**config.mk**
```make
export PLATFORM = sky130hd
export DESIGN_NAME = if_stage
export DESIGN_NICKNAME = d
export VERILOG_FILES = /design/src/rtl/if_stage_pkg.sv /design/src/rtl/if_npc_sel.sv /design/src/rtl/if_stage.sv
export SDC_FILE = /design/constraint.sdc
export NUM_CORES = 1
export LEC_CHECK = 0
export CORE_MARGIN = 2
export CORE_UTILIZATION = 44
export DETAILED_ROUTE_END_ITERATION = 8
export HOLD_SLACK_MARGIN = 0.05
export PLACE_DENSITY = 0.86
export SETUP_SLACK_MARGIN = 0.02
export SYNTH_ARGS = -nofsm -noshare
export SYNTH_HDL_FRONTEND = slang
export SYNTH_SLANG_ARGS = --single-unit
```
**constraint.sdc**
```tcl
create_clock -name cpu_clk_50M -period 2.45 [get_ports cpu_clk_50M]
set_input_delay 0.6125 -clock cpu_clk_50M [delete_from_list [all_inputs] [get_ports cpu_clk_50M]]
set_output_delay 0.6125 -clock cpu_clk_50M [all_outputs]
set_load 0.02 [all_outputs]
```
**src/rtl/if_stage_pkg.sv**
```systemverilog
// Shared types and constants for the instruction-fetch stage.
// Optional build macro IF_ALIGN_CHK_EN is consumed by if_stage and if_npc_sel.
package if_stage_pkg;

    localparam logic STOP   = 1'b1;
    localparam logic NOSTOP = 1'b0;

    localparam int          INST_ADDR_W = 32;
    localparam int          STALL_BUS_W = 4;
    localparam logic [31:0] PC_INIT     = 32'h0000_0000;
    localparam logic [31:0] ZERO_WORD   = 32'h0000_0000;

    typedef enum logic [1:0] {
        IF_IDLE  = 2'd0,
        IF_FETCH = 2'd1,
        IF_WAIT  = 2'd2
    } if_state_e;

endpackage

```
**src/rtl/if_npc_sel.sv**
```systemverilog
// Next-PC priority mux: exception > jump > pending jump > sequential.
// Without IF_ALIGN_CHK_EN every redirect target is forced to word alignment.
module if_npc_sel
    import if_stage_pkg::*;
#(
    parameter int ADDR_W = INST_ADDR_W
) (
    input  logic              i_exc_flag,
    input  logic [ADDR_W-1:0] i_exc_addr,
    input  logic              i_jump_flag,
    input  logic [ADDR_W-1:0] i_jump_addr,
    input  logic              i_pend,
    input  logic [ADDR_W-1:0] i_pend_addr,
    input  logic [ADDR_W-1:0] i_pc,
    output logic [ADDR_W-1:0] o_npc,
    output logic [ADDR_W-1:0] o_jump_tgt,
    output logic              o_use_pend
);

    logic [ADDR_W-1:0] w_exc_tgt;

`ifdef IF_ALIGN_CHK_EN
    assign w_exc_tgt  = i_exc_addr;
    assign o_jump_tgt = i_jump_addr;
`else
    logic w_unused_low;
    assign w_unused_low = ^{i_exc_addr[1:0], i_jump_addr[1:0]};
    assign w_exc_tgt    = {i_exc_addr[ADDR_W-1:2], 2'b00};
    assign o_jump_tgt   = {i_jump_addr[ADDR_W-1:2], 2'b00};
`endif

    always_comb begin
        o_npc      = i_pc + ADDR_W'(4);
        o_use_pend = 1'b0;
        if (i_exc_flag) begin
            o_npc = w_exc_tgt;
        end else if (i_jump_flag) begin
            o_npc = o_jump_tgt;
        end else if (i_pend) begin
            o_npc      = i_pend_addr;
            o_use_pend = 1'b1;
        end
    end

endmodule

```
**src/rtl/if_stage.sv**
```systemverilog
// Instruction-fetch stage: PC register, fetch handshake FSM and deferred redirects.
// Define IF_ALIGN_CHK_EN to add misaligned-fetch detection (if_exc_adel / if_badvaddr).
module if_stage
    import if_stage_pkg::*;
#(
    parameter int                ADDR_W   = INST_ADDR_W,
    parameter int                STALL_W  = STALL_BUS_W,
    parameter logic [ADDR_W-1:0] RESET_PC = PC_INIT
) (
    input  logic               cpu_clk_50M,
    input  logic               cpu_rst_n,
    input  logic [STALL_W-1:0] stall,
    input  logic               jump_flag,
    input  logic [ADDR_W-1:0]  jump_addr,
    input  logic               exc_flag,
    input  logic [ADDR_W-1:0]  exc_addr,
    input  logic               iack,
    output logic               ice,
    output logic [ADDR_W-1:0]  iaddr,
    output logic [ADDR_W-1:0]  if_pc,
    output logic               if_kill,
    output logic               stallreq_if
`ifdef IF_ALIGN_CHK_EN
   ,output logic               if_exc_adel,
    output logic [ADDR_W-1:0]  if_badvaddr
`endif
);

    if_state_e         r_state;
    if_state_e         w_state_nx;
    logic [ADDR_W-1:0] r_pc;
    logic [ADDR_W-1:0] w_pc_nx;
    logic              r_pend;
    logic              w_pend_nx;
    logic [ADDR_W-1:0] r_pend_addr;
    logic [ADDR_W-1:0] w_pend_addr_nx;
    logic              r_drop;
    logic              w_drop_nx;

    logic              w_ice;
    logic              w_adv;
    logic [ADDR_W-1:0] w_npc;
    logic [ADDR_W-1:0] w_jump_tgt;
    logic              w_use_pend;
    logic              w_unused_stall;

    assign w_unused_stall = ^stall[STALL_W-1:1];

`ifdef IF_ALIGN_CHK_EN
    logic w_misalign;
    assign w_misalign  = (r_pc[1:0] != 2'b00);
    assign w_ice       = (r_state != IF_IDLE) && !w_misalign;
    assign if_exc_adel = w_misalign;
    assign if_badvaddr = r_pc;
`else
    assign w_ice = (r_state != IF_IDLE);
`endif

    // r_drop marks an iack that still belongs to a request abandoned by an exception.
    assign w_adv       = w_ice && iack && !r_drop && (stall[0] == NOSTOP);
    assign ice         = w_ice;
    assign iaddr       = r_pc;
    assign if_pc       = r_pc;
    assign stallreq_if = w_ice && !iack;
    assign if_kill     = exc_flag || (w_adv && w_use_pend);

    if_npc_sel #(
        .ADDR_W (ADDR_W)
    ) u_npc_sel (
        .i_exc_flag  (exc_flag),
        .i_exc_addr  (exc_addr),
        .i_jump_flag (jump_flag),
        .i_jump_addr (jump_addr),
        .i_pend      (r_pend),
        .i_pend_addr (r_pend_addr),
        .i_pc        (r_pc),
        .o_npc       (w_npc),
        .o_jump_tgt  (w_jump_tgt),
        .o_use_pend  (w_use_pend)
    );

    always_ff @(posedge cpu_clk_50M or negedge cpu_rst_n) begin
        if (!cpu_rst_n) begin
            r_state     <= IF_IDLE;
            r_pc        <= RESET_PC;
            r_pend      <= 1'b0;
            r_pend_addr <= '0;
            r_drop      <= 1'b0;
        end else begin
            r_state     <= w_state_nx;
            r_pc        <= w_pc_nx;
            r_pend      <= w_pend_nx;
            r_pend_addr <= w_pend_addr_nx;
            r_drop      <= w_drop_nx;
        end
    end

    always_comb begin
        w_state_nx     = r_state;
        w_pc_nx        = r_pc;
        w_pend_nx      = r_pend;
        w_pend_addr_nx = r_pend_addr;
        w_drop_nx      = r_drop;

        case (r_state)
            IF_IDLE:  w_state_nx = IF_FETCH;
            IF_FETCH: if (!iack) w_state_nx = IF_WAIT;
            IF_WAIT:  if (iack)  w_state_nx = IF_FETCH;
            default:  w_state_nx = IF_IDLE;
        endcase

        if (iack) begin
            w_drop_nx = 1'b0;
        end

        if (exc_flag) begin
            w_state_nx = IF_FETCH;
            w_pc_nx    = w_npc;
            w_pend_nx  = 1'b0;
            w_drop_nx  = w_ice && !iack;
        end else if (w_adv) begin
            w_pc_nx   = w_npc;
            w_pend_nx = 1'b0;
        end else if (jump_flag) begin
            w_pend_nx      = 1'b1;
            w_pend_addr_nx = w_jump_tgt;
        end
    end

endmodule

```
Word-level counts from Yosys, hierarchy flattened
Index checks and enable logic that the tools add are counted.

word-level totals
  register bits = 66
  bits of input ports = 73
  output and inout port bits = 67
  word-level logic and storage cells = 45

operators by class
  add/sub/neg operators = 1
  equal/unequal tests = 4
  mux-type cells = 17
  bitwise logic cells = 3
  reduce and logical (&&, ||, !) cells = 15

operators by type and width
  kind                     number
  $mux W32                 5
  $add A32 B3 Y32 const B  1
  $mux W1                  8
  $mux W2                  3
  $ne A3 B3 Y1 const B     2
  $pmux W2 S3              1
  $reduce_bool A2 Y1       3
  $logic_and A1 B1 Y1      5
  $not A1 Y1               3
  $reduce_and A3 Y1        1
  $reduce_bool A3 Y1       1
  $eq A2 B1 Y1 const B     1
  $eq A2 B2 Y1 const B     1
  $logic_not A1 Y1         2
  $logic_not A2 Y1         1
  $reduce_and A2 Y1        1
  $logic_or A1 B1 Y1       1

Depth between registers and ports, before layout
Gate-level depths: netlist (run 1).

  depth in word-level cells = 6
  depth in mapped cells = 7

Cells and area by module
Synthesis (run 1) repeated with hierarchy kept, for this count alone.

unflattened totals
  cell total of the unflattened synthesis = 464
  area total of the unflattened synthesis = 4,688.2 µm²

modules (own cells, without submodules)
  module      instances  cells an instance  area an instance (µm²)
  if_stage    1          189                2,950.3
  if_npc_sel  1          275                1,737.9

Least setup slack after synthesis (run 1)
No wires, ideal clock.

  kind = input-to-output
  from = input port stall[0]
  to = output port if_kill
  data arrival time = 1.753 ns
  required time = 1.837 ns
  path slack = 0.085 ns
  cell stages on the path = 5
  buffers on the path = 1
  path through = or3b_1 > nor2_1 > buf_2 > nand2_1 > nand2_1

between the ends
  word-level cells in the longest chain between the ends = 4

RTL lines
  item                 line            source
  start: declaration   if_stage.sv:12  input logic [STALL_W-1:0] stall,
  $not A1 Y1           if_stage.sv:60  assign w_adv = w_ice && iack && !r_drop && (stall[0] == NOSTOP);
  $logic_and A1 B1 Y1  if_stage.sv:60
  $logic_and A1 B1 Y1  if_stage.sv:65  assign if_kill = exc_flag || (w_adv && w_use_pend);
  $logic_or A1 B1 Y1   if_stage.sv:65
  end: declaration     if_stage.sv:21  output logic if_kill,

Every way passes these cells.

Final worst setup path (run 1)
  from = register r_state[0]
  to = output port ice

between the ends
  word-level cells in the longest chain between the ends = 1

RTL lines
  item                      line            source
  start: declaration        if_stage.sv:29  if_state_e r_state;
  start signal: assignment  if_stage.sv:90  r_state <= w_state_nx;
  $reduce_bool A2 Y1        if_stage.sv:56  assign w_ice = (r_state != IF_IDLE);
  end: declaration          if_stage.sv:18  output logic ice,

Every way passes these cells.

==> key figures, run 1 <==
CTS
  – CTS tree: yes
  – CTS buffer count: 9
  – Clock Latency Late Sink: 0.35 ns
  – Clock transition at the registers of the reported paths: 0.08 ns
  – Post-CTS Hold Fix Bufs: 0
  – H-tree levels: 3
  – Clock root buffer: clkbuf_8
  – Post-CTS setup buffer count: 0
  – CTS sink count: 64
  – Clock tree buffer depth: 2

Place
  – DP Cell Count: 684
  – GP Congestion: 0.909
  – Placed cell area: 5550 µm²
  – Pre-CTS setup slack: -0.508 ns
  – IO Port Bufs: 128
  – Post-DP HPWL: 9970 µm

Synthesis
  – Top-area cell type share of the netlist area: 38.4%
  – Ys async rst share: 100%
  – Syn Area/Cell: 8.95 µm²
  – YS warnings: 0
  – Post-synthesis cell count: 466
  – Post-synth EDFFs: 0
  – Top cell type by total area after synthesis: dfrtp_1
  – Area contributors post-synth: dfrtp_1 (38%), mux2_2 (8.1%), buf_4 (6.1%)
  – Cell variety after synth: 57
  – #FFs+latches synth: 64
  – Most used DFF post-synth: dfrtp_1
  – Syn Std Cell Area: 4170 µm²
  – Register area share after synthesis: 38.4%

Route
  – Post-DR vias/cell: 6.28
  – Drt first pass iters: 8
  – DR WL/cell: 19.7 µm
  – Drt total wl: 13800 µm
  – Residual DRC: 0
  – Number of DRC markers in iteration 0: 560
  – Vias: 4399
  – Post-route ant nets: 0

GRT
  – Vias in the first global route: 4221
  – Overflow after GRT: 0
  – Antenna violations before repair: 0
  – First-pass GRT wire length: 21600 µm
  – Global Route Usage Sum: 27.2%
  – Largest net degree at the start of global routing: 60

Timing
  – Worst setup margin: 0.0927 ns
  – Worst Max-Slew Pin Slew: 0.644 ns
  – RSZ-0062 raised after global routing: false
  – # setup viols final: 0
  – Final Cycle Share: 96.2%
  – Hold WS: 0.238 ns
  – Final Hold Fails: 0
  – Clock Skew: 0.0144 ns
  – Minimum clock period: 2.36 ns
  – Slew Viols, Final: 0
  – Rel. slew slack: 56.7%
  – Setup_tns: 0 ns
  – Fmax: 424 MHz

Final layout
  – Post-Layout Inst Area: 5840 µm²
  – Share of cells above drive strength 1: 17.3%
  – Final std cells w/o fill: 700
  – End-of-flow core utilization: 63.5%
  – N_diodes: 0
  – Multi-input gate area: 2190 µm²
  – Net count, final: 658
  – FF/Latch Area: 1600 µm²
  – Fillers: 776
  – Area Overhead vs Synth: 40.0%

Job
  – Max-cap violations: 0

Critical path
  – Worst flop-to-flop path startpoint: iaddr[15]
  – CP cell instances: nor2_2, buf_4, inv_1, clkdlybuf4s50_1
  – CP max stage delay: 0.54 ns
  – Reg2reg path depth: 5
  – Crit-path slowest cell: clkdlybuf4s50_1
  – Worst setup SP type: flop
  – Worst R2R Setup Slack: 0.30 ns
  – RR Endpoint: iaddr[22]
  – Critical path arrival: 1.74 ns
  – Crit end category: output pin
  – Worst Setup SP: r_state[0]
  – Crit path max fanout: 5
  – Worst path required time: 1.84 ns
  – Crit Path Category: reg -> out

Floorplan
  – Core area: 9200 µm²
  – Initial Util: 45.3%
  – Row Count: 35
  – Die area: 10300 µm²
  – Chip Height: 101 µm
  – Chip Width: 101 µm
  – Top-Level Pins: 140

Min path
  – Type of the worst min-delay path: in -> async

Pwr
  – Power per cell area: 648 nW/µm²
  – Leak Pwr: 2.31 nW
  – Total power: 3.78 mW
  – Peak supply drop: 357 µV

Status
  – Status: finished, final reports clean
what timing repair did:
| item | CTS | global route |
|---|---|---|
| gates cloned | 0 | 0 |
| pin swaps | 0 | 3 |
| gates resized for setup | 10 | 5 |
| setup endpoints to repair | 2 | 2 |
cell type report:
type / instances / area share [%]
inverters: 6 / 0.386
clock inverters: 7 / 2.47
multi-input cells: 335 / 37.6
clock buffers: 9 / 2.12
well taps: 111 / 2.38
repair buffers: 168 / 27.7
flip-flops and latches: 64 / 27.4
metal layers:
layer | vias to the layer above | GRT usage (%) | part of all wire [%]
met3 | 30 | 6.07 | 9.9
met2 | 289 | 44.4 | 48
met1 | 2125 | 36.0 | 40
met5 | - | 0 | 0
li1 | 1955 | - | -
met4 | 0 | 9.15 | 2.2
logic make-up (layout without fill, tap and decap cells):
family,count (synthesis),after routing,share of synthesized area (%)
simple gates,149,149,18.7
compound gates,143,143,22.9
buf+inv,70,190,9.72
flops,64,64,38.4
mux,35,35,9.30
xor+xnor,3,3,0.630
fa+ha+maj,1,1,0.300
other cells,1,4,0.0899
worst max path at each step:
stage,end,slack (ns),depth (start not counted)
3_5_place_dp,if_kill,-0.51,6
5_1_grt,ice,0.04,4
4_1_cts,if_kill,-0.0005,6
3_3_place_gp,if_kill,-0.51,6
6_report,ice,0.09,4
2_1_floorplan,if_kill,0.08,5
worst max-delay path: cells and delay by family (launching register included):
family                 cells  cell delay, ns
AND/OR/NAND/NOR            1            0.21
flip-flops                 1            0.42
buffers and inverters      3            0.78
sequential cells by signal, summed over array words and instances (netlist names):
register,count
r_state,2
r_pend,1
r_drop,1
iaddr,30
r_pend_addr,30
placed cells by master, fill, tap and decap left out, types with 3 or more instances in the layout:
cell	instances
a211oi_1	3
a21oi_1	28
a221o_1	10
a221oi_1	11
a22o_1	3
a22oi_1	7
a31oi_1	7
and2_1	4
and3_1	8
and4_1	3
buf_12	3
buf_4	37
bufinv_16	4
clkbuf_8	9
clkdlybuf4s50_1	122
conb_1	4
dfrtp_1	64
inv_1	6
mux2_2	30
mux2i_1	5
nand2_1	34
nand2_2	4
nand2b_1	3
nand3_1	15
nand4_1	12
nor2_1	32
nor3_1	15
nor4_1	6
o21ai_0	43
o31a_1	3
o31ai_1	6
power by group:
group | internal [mW] | switching [mW] | leakage [nW] | total [mW]
clock network | 0.780 | 0.454 | 0.126 | 1.23
registers | 1.22 | 0.193 | 0.761 | 1.41
logic | 0.574 | 0.566 | 1.42 | 1.14
total | 2.57 | 1.21 | 2.31 | 3.78
Yosys cell counts, drive strengths merged (3+ instances only):
| cell | number |
|---|---|
| nor4 | 8 |
| and3 | 8 |
| buf | 43 |
| a221o | 10 |
| and2 | 4 |
| a21oi | 28 |
| dfrtp | 64 |
| clkbuf | 21 |
| a221oi | 12 |
| o31a | 3 |
| nor2 | 34 |
| nand2 | 38 |
| a22o | 3 |
| inv | 6 |
| o311ai | 3 |
| mux2i | 5 |
| nand2b | 3 |
| mux2 | 30 |
| o21ai | 45 |
| and4 | 3 |
| nor3 | 15 |
| nand4 | 12 |
| a22oi | 7 |
| a31oi | 7 |
| o31ai | 6 |
| nand3 | 16 |
| a211oi | 3 |
Note: power is estimated with default switching activity, not from simulation.
==> run 2: changes to the inputs <==
Settings changed: CORE_MARGIN 2 to default, CORE_UTILIZATION 44 to 47, PLACE_DENSITY 0.86 to 0.9.
==> key figures, run 2 (synthesis gave the netlist of run 1 again) <==
Status
  – Status: finished, final reports clean

GRT
  – First-pass GRT wire length: 21300 µm (-1.4%)
  – Met2 usage: 47.7% (+3.3 points)
  – Global Route Usage Sum: 31.1% (+3.9 points)
  – Met1 Use GR: 41.8% (+5.8 points)
  – Met3 usage: 7.66% (+1.6 points)
  – Vias in the first global route: 4142 (-1.9%)
  – Busiest grt layer: met2
  – Largest net degree at the start of global routing: 65 (+8.3%)
  – Antenna violations before repair: 0 (unchanged)
  – Overflow after GRT: 0 (unchanged)

Floorplan
  – Top-Level Pins: 140 (unchanged)
  – Chip Height: 96.2 µm (-5.1%)
  – Chip Width: 96.2 µm (-5.1%)
  – Row Count: 33 (-5.7%)
  – Initial Util: 49.8% (+4.4 points)
  – Die area: 9250 µm² (-9.9%)
  – Core area: 8380 µm² (-8.9%)

Place
  – IO Port Bufs: 128 (unchanged)
  – GP Congestion: 0.932 (+2.5%)
  – Pre-CTS setup slack: -0.561 ns (-0.0530 ns)
  – Post-DP HPWL: 10100 µm (+1.6%)

Final layout
  – Most common cell after layout, fill and taps aside: clkdlybuf4s50_1
  – Fillers: 668 (-14%)
  – Net count, final: 661 (+0.46%)
  – Most frequent cells in the layout: clkdlybuf4s50_1 (122), dfrtp_1 (64), o21ai_0 (43)
  – Area Overhead vs Synth: 38.5%
  – Share of cells above drive strength 1: 17.4% (+0.081 points)
  – N_diodes: 0 (unchanged)

Route
  – Vias: 4416 (+0.39%)
  – Drt total wl: 13700 µm (-0.49%)
  – Number of DRC markers in iteration 0: 388 (-31%)
  – Post-route ant nets: 0 (unchanged)
  – Drt first pass iters: 5 (-3)
  – DR WL/cell: 19.7 µm (about the same)
  – Post-DR vias/cell: 6.34 (+0.82%)
  – Residual DRC: 0 (unchanged)

Critical path
  – Worst flop-to-flop path startpoint: iaddr[10]
  – Crit end category: output pin
  – Worst path required time: 1.84 ns (about the same)
  – Crit path max fanout: 5 (unchanged)
  – Crit Path Category: reg -> out
  – Worst Setup SP: r_state[0]
  – Critical path arrival: 1.74 ns (about the same)
  – Worst setup SP type: flop

CTS
  – Clock tree buffer depth: 2 (unchanged)
  – H-tree levels: 3 (unchanged)
  – CTS tree: yes
  – Clock Latency Late Sink: 0.35 ns (about the same)
  – CTS sink count: 64 (unchanged)
  – CTS buffer count: 9 (unchanged)
  – Clock root buffer: clkbuf_8
  – Clock transition at the registers of the reported paths: 0.08 ns (about the same)
  – Post-CTS Hold Fix Bufs: 0 (unchanged)

Min path
  – Type of the worst min-delay path: in -> async

Timing
  – Final Hold Fails: 0 (unchanged)
  – Final Cycle Share: 96.1% (-0.10 points)
  – RSZ-0062 raised after global routing: false
  – Setup_tns: 0 ns (unchanged)
  – Minimum clock period: 2.35 ns (-0.00249 ns)
  – Rel. slew slack: 55.9% (-0.75 points)
  – Fmax: 425 MHz (+0.11%)
  – Clock Skew: 0.0116 ns (-0.00274 ns)
  – Worst setup margin: 0.0952 ns (+0.00249 ns)
  – # setup viols final: 0 (unchanged)
  – Hold WS: 0.255 ns (+0.0162 ns)
  – Worst Max-Slew Pin Slew: 0.655 ns (+0.0111 ns)
  – Slew Viols, Final: 0 (unchanged)

Pwr
  – Power per cell area: 602 nW/µm² (-7.1%)
  – Peak supply drop: 428 µV (+20%)
  – Leak Pwr: 2.29 nW (-0.87%)

Job
  – Max-cap violations: 0 (unchanged)
run 2: metrics by stage:
stage	total power, mW	instance area [µm²]	util, %	std cells
2_1_floorplan	2.03	4180	-	469
3_3_place_gp	2.51	5550	66.3	680
3_5_place_dp	2.55	5550	66.3	680
4_1_cts	3.47	5770	68.8	697
5_1_grt	3.63	5770	68.9	697
6_report	3.48	5770	68.9	697
run 2: layout make-up:
cell class                 count  area (µm²)  share of cell area, %
multi-input combinational    335        2190                   37.9
timing repair buffer         171        1630                   28.3
sequential                    64        1600                   27.7
tap                          105         131                   2.28
clock buffer                  10         128                   2.21
clock inverter                 6        68.8                   1.19
inverter                       6        22.5                  0.390
run 2: path summary, 6_finish.rpt:
check,to,slack [ns],cells after the start
max,ice,0.1,4
min,r_pend_addr[2],0.25,2
max reg2reg,iaddr[24],0.31,5
min reg2reg,r_pend_addr[12],0.51,1
max in group asynchronous,iaddr[15],1.89,2
min in group cpu_clk_50M,r_pend_addr[12],0.51,1
run 2: repair_timing:
item / CTS / global route
buffers inserted: 1 / 0
gates resized for setup: 12 / 3
setup endpoints to repair: 2 / 3
pin swaps: 2 / 3
hold endpoints to repair: 0 / 0
run 2: worst max-delay path, stage by stage (launching register included):
cell and delay (ns):
dfrtp_1 0.42, nor2_2 0.20, buf_4 0.17, inv_1 0.07, clkdlybuf4s50_1 0.54
run 2: routing by layer:
layer  wire (µm)  part of all wire (%)
met1        5480                    40
met2        6370                    46
met3        1480                    11
met4         409                   3.0
met5           0                     0
run 2: report_power, final:
group	internal [mW]	switching (mW)	leakage (nW)	total (mW)
Clock	0.476	0.453	0.0968	0.929
Combinational	0.577	0.568	1.43	1.14
Sequential	1.22	0.191	0.761	1.41
Total	2.27	1.21	2.29	3.48
==> run 3: changes to the inputs <==
Settings changed: CELL_PAD_IN_SITES_DETAIL_PLACEMENT from default to 1, CELL_PAD_IN_SITES_GLOBAL_PLACEMENT from default to 1, CORE_UTILIZATION 47 to 34, PLACE_DENSITY 0.9 to 0.89.
==> key figures, run 3 (synthesis gave the netlist of run 1 again) <==
Route
  – Drt total wl: 16000 µm (+17%)
  – Vias: 4413 (-0.068%)
  – Drt first pass iters: 7 (+2)
  – Post-DR vias/cell: 5.99 (-5.5%)
  – Residual DRC: 0 (unchanged)
  – Post-route ant nets: 0 (unchanged)
  – Number of DRC markers in iteration 0: 301 (-22%)
  – DR WL/cell: 21.7 µm (+10%)

Critical path
  – Worst setup SP type: flop
  – Crit path max fanout: 5 (unchanged)
  – Worst R2R Setup Slack: 0.29 ns (-0.02 ns)
  – Crit Path Category: reg -> out
  – CP cell instances: nor2_2, buf_4, inv_1, clkdlybuf4s50_1
  – Crit-path slowest cell: clkdlybuf4s50_1
  – Largest delay share family, worst path: buffers and inverters
  – WP buf/inv: 3 (unchanged)
  – Crit end category: output pin
  – Critical path arrival: 1.68 ns (-0.06 ns)
  – CP max stage delay: 0.53 ns (about the same)
  – Worst path required time: 1.84 ns (about the same)

Pwr
  – Comb pwr share: 28.6% (-4.3 points)
  – Switching Share: 31.6% (-3.3 points)
  – Peak supply drop: 286 µV (-33%)
  – Internal power: 2.82 mW (+24%)
  – Leak Pwr: 2.36 nW (+3.1%)
  – P_sw: 1.30 mW (+7.2%)
  – Sequential Power Share: 34.4% (-6.0 points)
  – Total power: 4.12 mW (+18%)
  – Power per cell area: 686 nW/µm² (+14%)
  – Clock group share of total power: 36.9% (+10 points)

Place
  – GP Congestion: 0.897 (-3.7%)
  – DP Cell Count: 722 (+6.2%)
  – IO Port Bufs: 128 (unchanged)
  – Pre-CTS setup slack: -0.667 ns (-0.107 ns)
  – Post-DP HPWL: 11400 µm (+13%)

Final layout
  – Multi-input gate area: 2190 µm² (+0.23%)
  – Final std cells w/o fill: 737 (+5.7%)
  – Most common cell after layout, fill and taps aside: clkdlybuf4s50_1
  – Fillers: 1365 (+100%)
  – FF/Latch Area: 1600 µm² (unchanged)
  – N_diodes: 0 (unchanged)
  – Area Overhead vs Synth: 43.9%
  – End-of-flow core utilization: 50.2% (-19 points)
  – Share of cells above drive strength 1: 17.6% (+0.23 points)
  – Net count, final: 660 (-0.15%)
  – Most frequent cells in the layout: clkdlybuf4s50_1 (122), dfrtp_1 (64), o21ai_0 (43)

GRT
  – Largest net degree at the start of global routing: 58 (-11%)
  – Overflow after GRT: 0 (unchanged)
  – First-pass GRT wire length: 25300 µm (+19%)
  – Global Route Usage Sum: 25.9% (-5.2 points)
  – Antenna violations before repair: 0 (unchanged)
  – Vias in the first global route: 4580 (+11%)

Timing
  – Worst Max-Slew Pin Slew: 0.687 ns (+0.0326 ns)
  – Hold WS: 0.302 ns (+0.0473 ns)
  – RSZ-0062 raised after global routing: false
  – # setup viols final: 0 (unchanged)
  – Rel. slew slack: 53.7% (-2.2 points)
  – Slew Viols, Final: 0 (unchanged)
  – Fmax: 435 MHz (+2.5%)
  – Worst setup margin: 0.154 ns (+0.0583 ns)
  – Final Hold Fails: 0 (unchanged)
  – Clock Skew: 0.0104 ns (-0.00122 ns)
  – Final Cycle Share: 93.7% (-2.4 points)
  – Minimum clock period: 2.30 ns (-0.0583 ns)

CTS
  – Clock tree buffer depth: 2 (unchanged)
  – Clock Latency Late Sink: 0.34 ns (about the same)
  – CTS sink count: 64 (unchanged)
  – CTS tree: yes
  – Clock root buffer: clkbuf_16
  – Post-CTS Hold Fix Bufs: 0 (unchanged)
  – CTS buffer count: 9 (unchanged)
  – H-tree levels: 3 (unchanged)
  – Clock transition at the registers of the reported paths: 0.06 ns (-0.02 ns)

Floorplan
  – Row Count: 40 (+21%)
  – Core area: 12000 µm² (+43%)
  – Initial Util: 34.9% (-15 points)
  – Top-Level Pins: 140 (unchanged)
  – Die area: 12700 µm² (+37%)
  – Chip Width: 113 µm (+17%)
  – Chip Height: 113 µm (+17%)

Min path
  – Type of the worst min-delay path: in -> async

Job
  – Max-cap violations: 0 (unchanged)

Status
  – Status: finished, final reports clean
run 3: through the flow:
stage          cell area [µm²]  setup TNS [ns]
2_1_floorplan             4180               0
3_3_place_gp              5630           -7.20
3_5_place_dp              5630          -10.80
4_1_cts                   5980         -0.0985
5_1_grt                   6000               0
6_report                  6000               0
run 3: final timing paths:
| check | cells after the start | startpoint | endpoint |
|---|---|---|---|
| setup / recovery | 4 | r_state[0] | ice |
| hold / removal | 1 | cpu_rst_n | iaddr[18] |
| setup reg to reg | 5 | iaddr[8] | iaddr[22] |
| hold reg to reg | 1 | r_pend_addr[5] | r_pend_addr[5] |
| max in group asynchronous | 2 | cpu_rst_n | r_pend_addr[2] |
| min in group cpu_clk_50M | 1 | r_pend_addr[5] | r_pend_addr[5] |
run 3: area by class of cell:
type	instances	area share, %
multi-input combinational	335	36.6
timing repair buffer	170	27.6
clock inverter	5	1.75
sequential	64	26.7
inverter	6	0.375
clock buffer	10	3.98
tap	147	3.07
run 3: layer usage:
metal | share of wire [%] | global-route usage, %
met1 | 43 | 34.0
met2 | 48 | 42.2
met3 | 7.0 | 5.36
met4 | 2.1 | 9.96
met5 | 0 | 0
run 3: timing repair:
item                                    in CTS  in global routing
pin swaps                                    0                  3
endpoints found under the setup margin       6                  8
resized for setup                           10                  6
buffers inserted                             0                  0
run 3: power by group through the flow:
stage	Clock, mW	Combinational (mW)	Sequential (mW)
after global placement	0	1.12	1.41
after CTS	1.53	1.17	1.41
final	1.52	1.18	1.42
after floorplan	0	0.584	1.45
after detailed placement	0	1.16	1.43
after global routing	1.57	1.25	1.44
run 3: worst reg2reg max path: stages, from the launching register on:
cell and delay, ns:
dfrtp_1 0.54, nand2_2 0.20, or4_4 0.59, o31ai_1 0.36, a21oi_1 0.10, a221oi_2 0.27
